$ cat src/rtl/wb_arb_pkg.sv
// Shared types for the write-back port arbiter.
// Optional feature macro: WB_ARB_BYPASS_EN (empty-queue FPU bypass).
package wb_arb_pkg;

  localparam int WB_DATA_W = 32;
  localparam int WB_ADDR_W = 6;

  typedef struct packed {
    logic [WB_ADDR_W-1:0] addr;
    logic [WB_DATA_W-1:0] data;
  } wb_entry_t;

  typedef enum logic {
    NORMAL = 1'b0,
    STALL  = 1'b1
  } wb_arb_state_t;

endpackage

$ cat src/rtl/wb_arb_fifo.sv
// FPU result queue: synchronous FIFO, async active-low reset.
// Pointers wrap naturally because DEPTH is a power of two.
module wb_arb_fifo
  import wb_arb_pkg::*;
#(
  parameter int  DEPTH   = 4,
  parameter type entry_t = wb_entry_t
) (
  input  logic                       clk,
  input  logic                       reset_n,
  input  logic                       push,
  input  entry_t                     push_data,
  input  logic                       pop,
  output entry_t                     head,
  output logic [$clog2(DEPTH+1)-1:0] count
);

  localparam int PW = $clog2(DEPTH);

  entry_t        mem [DEPTH];
  logic [PW-1:0] wr_ptr;
  logic [PW-1:0] rd_ptr;

  always_ff @(posedge clk) begin
    if (push) begin
      mem[wr_ptr] <= push_data;
    end
  end

  always_ff @(posedge clk or negedge reset_n) begin
    if (!reset_n) begin
      wr_ptr <= '0;
      rd_ptr <= '0;
      count  <= '0;
    end else begin
      if (push) begin
        wr_ptr <= wr_ptr + 1'b1;
      end
      if (pop) begin
        rd_ptr <= rd_ptr + 1'b1;
      end
      case ({push, pop})
        2'b10:   count <= count + 1'b1;
        2'b01:   count <= count - 1'b1;
        default: count <= count;
      endcase
    end
  end

  assign head = mem[rd_ptr];

endmodule

$ cat src/rtl/wb_port_arbiter.sv
// Register-file write port arbiter: pipeline vs queued FPU results.
// Optional feature macro: WB_ARB_BYPASS_EN (empty-queue FPU bypass).
module wb_port_arbiter
  import wb_arb_pkg::*;
#(
  parameter int DATA_W       = WB_DATA_W,
  parameter int ADDR_W       = WB_ADDR_W,
  parameter int FIFO_DEPTH   = 4,
  parameter int STARVE_LIMIT = 8
) (
  input  logic                            clk,
  input  logic                            reset_n,
  input  logic                            PipeWE,
  input  logic [ADDR_W-1:0]               PipeAddr,
  input  logic [DATA_W-1:0]               PipeData,
  input  logic                            FpuValid,
  input  logic [ADDR_W-1:0]               FpuAddr,
  input  logic [DATA_W-1:0]               FpuData,
  output logic                            FpuReady,
  output logic                            PipeStall,
  output logic                            RegWBWE,
  output logic [ADDR_W-1:0]               RegWBAddr,
  output logic [DATA_W-1:0]               RegWBData,
  output logic [$clog2(FIFO_DEPTH+1)-1:0] QueueCount
);

  localparam int CW = $clog2(FIFO_DEPTH+1);
  localparam int WW = $clog2(STARVE_LIMIT);

  localparam logic [CW-1:0] FULL_CNT = CW'(FIFO_DEPTH);
  localparam logic [WW-1:0] WAIT_MAX = WW'(STARVE_LIMIT-1);

`ifdef WB_ARB_BYPASS_EN
  localparam bit BYP = 1'b1;
`else
  localparam bit BYP = 1'b0;
`endif

  typedef struct packed {
    logic [ADDR_W-1:0] addr;
    logic [DATA_W-1:0] data;
  } entry_t;

  wb_arb_state_t state;
  logic [WW-1:0] wait_cnt;

  entry_t head;
  entry_t fpu_in;
  logic   q_empty;
  logic   push;
  logic   fifo_push;
  logic   pop;
  logic   pipe_gnt;
  logic   byp_gnt;
  logic   starve;

  assign FpuReady  = (QueueCount != FULL_CNT);
  assign push      = FpuValid && FpuReady;
  assign q_empty   = (QueueCount == '0);
  assign fpu_in    = '{addr: FpuAddr, data: FpuData};
  assign fifo_push = push && !byp_gnt;

  always_comb begin
    pipe_gnt = 1'b0;
    pop      = 1'b0;
    byp_gnt  = 1'b0;
    unique case (1'b1)
      state == STALL:
        pop = !q_empty;
      state == NORMAL && PipeWE:
        pipe_gnt = 1'b1;
      state == NORMAL && !PipeWE && !q_empty:
        pop = 1'b1;
      default:
        byp_gnt = BYP && push;
    endcase
  end

  // Head has waited its full budget and is losing again this cycle.
  assign starve = (state == NORMAL) && !q_empty
               && !pop && (wait_cnt == WAIT_MAX);

  always_ff @(posedge clk or negedge reset_n) begin
    if (!reset_n) begin
      state     <= NORMAL;
      PipeStall <= 1'b0;
      wait_cnt  <= '0;
      RegWBWE   <= 1'b0;
      RegWBAddr <= '0;
      RegWBData <= '0;
    end else begin
      unique case (state)
        NORMAL: begin
          if (starve) begin
            state     <= STALL;
            PipeStall <= 1'b1;
          end
        end
        STALL: begin
          state     <= NORMAL;
          PipeStall <= 1'b0;
        end
      endcase

      if (q_empty || pop) begin
        wait_cnt <= '0;
      end else if (wait_cnt != WAIT_MAX) begin
        wait_cnt <= wait_cnt + 1'b1;
      end

      RegWBWE <= pipe_gnt || pop || byp_gnt;
      if (pipe_gnt) begin
        RegWBAddr <= PipeAddr;
        RegWBData <= PipeData;
      end else if (pop) begin
        RegWBAddr <= head.addr;
        RegWBData <= head.data;
      end else if (byp_gnt) begin
        RegWBAddr <= FpuAddr;
        RegWBData <= FpuData;
      end
    end
  end

  wb_arb_fifo #(
    .DEPTH   (FIFO_DEPTH),
    .entry_t (entry_t)
  ) u_fifo (
    .clk       (clk),
    .reset_n   (reset_n),
    .push      (fifo_push),
    .push_data (fpu_in),
    .pop       (pop),
    .head      (head),
    .count     (QueueCount)
  );

endmodule
$ cat config.mk
export PLATFORM = sky130hd
export DESIGN_NAME = wb_port_arbiter
export DESIGN_NICKNAME = d
export VERILOG_FILES = /design/src/rtl/wb_arb_pkg.sv /design/src/rtl/wb_arb_fifo.sv /design/src/rtl/wb_port_arbiter.sv
export SDC_FILE = /design/constraint.sdc
export NUM_CORES = 1
export LEC_CHECK = 0
export BUFFER_PORTS_ARGS = -buffer_cell sky130_fd_sc_hd__buf_2
export CELL_PAD_IN_SITES_DETAIL_PLACEMENT = 1
export CELL_PAD_IN_SITES_GLOBAL_PLACEMENT = 2
export CORE_MARGIN = 2
export CORE_UTILIZATION = 40
export CTS_BUF_LIST = sky130_fd_sc_hd__clkbuf_4
export DETAILED_ROUTE_END_ITERATION = 8
export PLACE_DENSITY = 0.76
export SETUP_SLACK_MARGIN = 0.3
export SYNTH_ARGS = -nofsm -noshare
export SYNTH_HDL_FRONTEND = slang
export SYNTH_SLANG_ARGS = --single-unit
$ cat constraint.sdc
create_clock -name clk -period 2.3 [get_ports clk]
set_input_delay 0.46 -clock clk [delete_from_list [all_inputs] [get_ports clk]]
set_output_delay 0.46 -clock clk [all_outputs]
set_load 0.005 [all_outputs]
# After elaboration in Yosys (flattened, before gate mapping)
# Memories as Yosys holds them, arrays and structs flattened.
# Cells that the tools add are included.
[totals] reg_bits=51 ram_bits=152 inputBits=80 output_inout_bits=44 word_cells=53 mem_count=1
[mem_list] memory="u_fifo.mem" words=4 width=38 read_ports=1 rd_ports_with_merged_regs=0 wr=1 line_no="wb_arb_fifo.sv:20" rtl="entry_t mem [DEPTH];"
[classes] add_sub_neg=5 n_eq_ne=6 muxes=15 n_bitwise=1 reduce_logical=16
[op_table] op="$mux 32" count=2
[op_table] op="$mux 6" count=2
[op_table] op="$logic_and 1x1->1" count=7
[op_table] op="$add 3x1->3 const B" count=2
[op_table] op="$mux 3" count=2
[op_table] op="$ne 3x3->1 const B" count=2
[op_table] op="$pmux 1 s2" count=3
[op_table] op="$pmux 3 s2" count=1
[op_table] op="$reduce_bool 2->1" count=3
[op_table] op="$mux 1" count=5
[op_table] op="$add 2x1->2 const B" count=2
[op_table] op="$eq 3x3->1 const B" count=1
[op_table] op="$logic_not 1->1" count=3
[op_table] op="$logic_not 3->1" count=1
[op_table] op="$sub 3x1->3 const B" count=1
[op_table] op="$eq 2x1->1 const B" count=1
[op_table] op="$eq 2x2->1 const B" count=1
[op_table] op="$logic_or 1x1->1" count=2
[op_table] op="$ne 2x2->1 const B" count=1
[op_table] op="$not 1->1" count=1

# Depth between registers and ports, before layout
[logic_depth] word_depth=9 depth_mapped=9 ltp_nobuf=9

# By module
# Synthesis repeated with hierarchy kept, for this count alone.
[hier_totals] hier_cells=424 hier_area_um2=8003.9
[by_module_without_submodules] mod="wb_arb_fifo" instances=1 cells_each=230 area_per_inst_um2=5908.2 seq_area_each_um2=4739.5
[by_module_without_submodules] mod="wb_port_arbiter" instances=1 cells_each=194 area_per_inst_um2=2095.8 seq_area_each_um2=1101.1

# Worst setup path before layout
# Ideal clock, no wire load.
[synth_path] path_kind="flip-flop to flip-flop" startpoint="reg u_fifo.count[0]" endpoint="reg u_fifo.count[2]" setup_ns=0.079 arrival_time_ns=2.094 required_time_ns=2.221 path_slack_ns=0.127 path_stages_with_launch=10 n_path_buf=0 synth_period_minus_slack_ns=2.173 path_cell_list="dfrtp_1 -> or3b_1 -> and2_1 -> inv_1 -> ha_1 -> inv_1 -> fa_1 -> xor2_1 -> nor2_1 -> xor2_1"
[synth_via] word_cells_on_any_way=12 classes_between="add/sub (2); eq/ne (3); mux (2); reduce/logical (5)"
[synth_lines] item="from (decl)" line_no="wb_arb_fifo.sv:15" rtl="output logic [$clog2(DEPTH+1)-1:0] count"
[synth_lines] item="from (signal assigned)" line_no="wb_arb_fifo.sv:43" rtl="2'b10: count <= count + 1'b1;"
[synth_lines] item="from (signal assigned)" line_no="wb_arb_fifo.sv:44" rtl="2'b01: count <= count - 1'b1;"
[synth_lines] item="from (signal assigned)" line_no="wb_arb_fifo.sv:45" rtl="default: count <= count;"
[synth_lines] item="$ne 3x3->1 (*)" line_no="wb_port_arbiter.sv:57" rtl="assign FpuReady = (QueueCount != FULL_CNT);"
[synth_lines] item="via FpuReady" line_no="wb_port_arbiter.sv:19" rtl="output logic FpuReady,"
[synth_lines] item="$logic_and 1x1->1 (*)" line_no="wb_port_arbiter.sv:58" rtl="assign push = FpuValid && FpuReady;"
[synth_lines] item="$eq 2x1->1 / $eq 2x2->1 (equally long branches)" line_no="wb_arb_fifo.sv:42" rtl="case ({push, pop})"
[synth_lines] item="$pmux 3 s2 / $reduce_bool 2->1 (equally long branches)"
# The timed path passes the listed nets; every way through them passes the cells marked *.
# A chain may end at the register's enable or synchronous reset.

# Worst setup path after layout
[layout_path] startpoint="reg u_fifo.count[1]" endpoint="reg u_fifo.count[2]"
[layout_via] elab_chain_cells=6 word_cells_on_any_way=12 classes_between="add/sub (2); eq/ne (3); mux (2); reduce/logical (5)"
[layout_rtl] item="$logic_not 3->1" line_no="wb_port_arbiter.sv:59" rtl="assign q_empty = (QueueCount == '0);"
[layout_rtl] item="$logic_not 1->1" line_no="wb_port_arbiter.sv:69, wb_port_arbiter.sv:72"
[layout_rtl] item="$logic_and 1x1->1" line_no="wb_port_arbiter.sv:72" rtl="state == NORMAL && !PipeWE && !q_empty:"
[layout_rtl] item="$pmux 1 s2" line_no="wb_port_arbiter.sv:67" rtl="unique case (1'b1)"
[layout_rtl] item="$eq 2x1->1 / $eq 2x2->1 (equally long branches)" line_no="wb_arb_fifo.sv:42"
[layout_rtl] item="$pmux 3 s2 / $reduce_bool 2->1 (equally long branches)"
# Several ways; a longest one is shown, not always the timed one.

==> metrics.csv <==
stage;metric;value;unit
sta;fmax;477;MHz
floorplanning;die area;20800;sq um
placement;HPWL after detailed placement;10200;um
clocking;clock buffer depth;3;
yosys;top_reg_cell synth;edfxtp_1;
route;initial DRC count;243;
pwr;peak supply drop;0.402;mV
yosys;Net Count, Synth;473;
final_layout;Total Nets Final;698;
critical_path;Crit path max-delay family;simple AND/OR/NAND/NOR gates;
global_routing;initial antenna violation count;1;
final_layout;layout cells sized above 1;44.3;%
yosys;register bit total from synthesis;203;
sta;Fin Setup TNS;0;ns
critical_path;CP max stage cell;or3b_4;
critical_path;CP Cell Sequence;or3b_4 > and2_4 > inv_4 > ha_4 > inv_2 > fa_2 > xor2_1 > nor2_1 > xor2_1;
sta;Final Hold Viols;0;
run;Max Cap Viol;0;
pwr;Logic pwr share;27.4;%
final_layout;commonest cells after routing, fill and taps aside;edfxtp_1, buf_2, clkbuf_4, dlygate4sd3_1, dfrtp_1;
sta;Final min period;2.10;ns
yosys;synthesized instance count;385;
pwr;Leak Pwr;4.06;nW
final_layout;FF+latch area;5850;sq um
hold_path;worst hold path type;in2reg;
final_layout;commonest non-fill, non-tap cell in the layout;edfxtp_1;
yosys;EDFF count, synth;152;
route;DRT Pass-1 Iters;4;
yosys;YS warnings;0;
sta;Fin Clk Skew;0.0178;ns
route;DR vias/cell;5.03;
critical_path;Critical Path AT;2.65;ns
critical_path;max incr delay on CP;0.43;ns
pwr;Internal Power;8.37;mW
critical_path;crit end category;flip-flop;
final_layout;multi-input logic area;1870;sq um
final_layout;fill count;1862;
clocking;clock buffers created by TritonCTS;53;
floorplanning;Ports;124;
sta;max_slew headroom;28.0;%
clocking;clk sink count;203;
floorplanning;Core Footprint;19300;sq um
pwr;Power Density;1160;nW/um^2
critical_path;r2r setup slk;0.20;ns
route;final WL;18400;um
final_layout;Area Growth Syn to Fin;29.2;%
yosys;ys async rst share;25.1;%
placement;I/O Buffers;123;
pwr;Clk pwr share;27.7;%
route;vias;4639;
critical_path;crit path max fanout;6;
critical_path;Worst Setup Path Type;reg2reg;
critical_path;critical path required time;2.85;ns
pwr;switching component of the power;3.36;mW
global_routing;global route total overflow;0;
yosys;syn_area_per_cell;20.4;sq um
global_routing;vias in the first global route;5189;
floorplanning;Die Span X;144;um
placement;# placed instances;758;
sta;RSZ-0062 raised after global routing;yes;
global_routing;overall routing resource usage;18.4;%
pwr;Sw Share;28.6;%
pwr;sequential share of power;44.9;%
sta;slew of the pin with the lowest slew margin;1.08;ns
yosys;Seq/Total Area, Yosys;74.4;%
placement;Final GP Congestion;0.703;
floorplanning;row cnt;51;
clocking;Worst-path clk slew;0.06;ns
global_routing;first-pass GRT wire length;28400;um
floorplanning;DIE HEIGHT;144;um
clocking;H-tree Lvls;2;
sta;period utilization;91.1;%
sta;Slew Viols, Final;0;
critical_path;Startpoint Class;flip-flop;
floorplanning;Starting Density;40.6;%
clocking;TritonCTS clock tree;done;
global_routing;largest net degree at the start of global routing;45;
yosys;Yosys cell types;31;
critical_path;Critical Path Most Common Cell;xor2_1;
clocking;worst skew pair latency;0.64;ns
yosys;mapped cell area;7850;sq um
critical_path;Worst Path Buf+Inv;2;
route;post-DR wirelength/cell;20.0;um
sta;final setup vio count;0;
final_layout;non-filler cells, final;922;
clocking;Root Buffer;clkbuf_4;
route;ANT nets after route;0;
route;drt drc;0;
status;status;finished, final reports clean;
==> metal layers <==
metal	vias to the layer above	share of wire (%)	track usage [%]
met2	144	51	31.3
met5	-	0	0
met3	28	5.6	4.11
met1	2373	42	22.9
li1	2094	-	-
met4	0	1.8	7.33
==> per-stage QoR <==
stage | power (mW) | worst slack (ns) | hold WS, ns | instance area (sq um) | utilization (%)
after floorplan | 7.32 | 0.254 | 0.164 | 7870 | -
after global placement | 8.30 | 0.211 | 0.369 | 8780 | 45.4
after detailed placement | 8.47 | 0.109 | 0.380 | 8780 | 45.4
after CTS | 11.9 | 0.197 | 0.000419 | 10100 | 52.2
after global routing | 12.4 | 0.0927 | 0.00870 | 10100 | 52.5
final | 11.7 | 0.204 | 0.0579 | 10100 | 52.5
==> layout make-up <==
type	count	share of cell area [%]
timing repair buffer	194	13.1
clock buffer	95	7.03
inverter	7	0.284
multi-input combinational	151	18.5
clock inverter	5	0.185
sequential	203	57.6
tap	265	3.27
antenna	2	0.0493
==> cell usage after synthesis (2+ instances only) <==
library cell  count  area share (%)
mux4_2           33             9.5
xor2_1            5            0.56
and3_1           37             2.9
nor3_1            3            0.19
mux4_1            5             1.7
mux2i_1           3            0.38
inv_1             7            0.33
edfxtp_1        152              58
xnor2_1           2            0.22
a221o_1          33             4.2
buf_6             6            0.86
or3_1             5            0.40
dfrtp_1          51              16
o221a_2           5            0.72
clkbuf_1         14            0.67
buf_4             2            0.19
nor3b_1           2            0.19
ha_1              7             1.1
==> logic make-up (layout without fill, tap and decap cells) <==
kind of cell	count (synthesis)	after routing	share of synthesized area, %
flip-flops	203	203	74.4
AND/OR/NAND/NOR	55	55	4.38
multiplexers	42	42	11.7
AO/OA/AOI/OAI	39	39	5.02
buffers and inverters	31	301	2.37
adder cells (fa/ha/maj)	8	8	1.37
XOR/XNOR	7	7	0.781
other	0	2	0
==> power by group through the flow <==
stage / sequential [mW] / clock [mW] / combinational [mW]
3_3_place_gp: 5.29 / 0 / 3.01
6_report: 5.27 / 3.25 / 3.21
3_5_place_dp: 5.36 / 0 / 3.11
4_1_cts: 5.28 / 3.37 / 3.24
2_1_floorplan: 5.25 / 0 / 2.07
5_1_grt: 5.36 / 3.54 / 3.54
==> flip-flops by register name, summed over array words and instances, names as in the netlist, 2 cells and up <==
| signal | count |
|---|---|
| u_fifo.wr_ptr | 2 |
| u_fifo.rd_ptr | 2 |
| RegWBData | 32 |
| wait_cnt | 3 |
| RegWBAddr | 6 |
| u_fifo.mem | 152 |
| u_fifo.count | 3 |
==> worst register-to-register path, delay by kind of cell (launching register included) <==
kind / cells / cell delay, ns
simple gates: 3 / 0.73
fa+ha+maj: 2 / 0.50
flops: 1 / 0.37
xor+xnor: 2 / 0.33
buf+inv: 2 / 0.09
==> path summary, 6_finish.rpt <==
path / to / cells past startpoint / startpoint
setup / recovery: u_fifo.count[2] / 9 / u_fifo.count[1]
hold / removal: RegWBData[7] / 2 / PipeData[7]
setup reg to reg: u_fifo.count[2] / 9 / u_fifo.count[1]
hold reg to reg: PipeStall / 1 / PipeStall
max in group asynchronous: RegWBData[13] / 3 / reset_n
min in group asynchronous: RegWBData[27] / 2 / reset_n
==> what timing repair did <==
item	in CTS	in global routing
endpoints found under the hold margin	167	0
setup buffers	4	3
setup endpoints to repair	155	160
hold buffers	55	0
gates resized for setup	0	7
pin swaps	4	7
cloned	0	0
No activity file was read; power rests on OpenSTA's default activity.
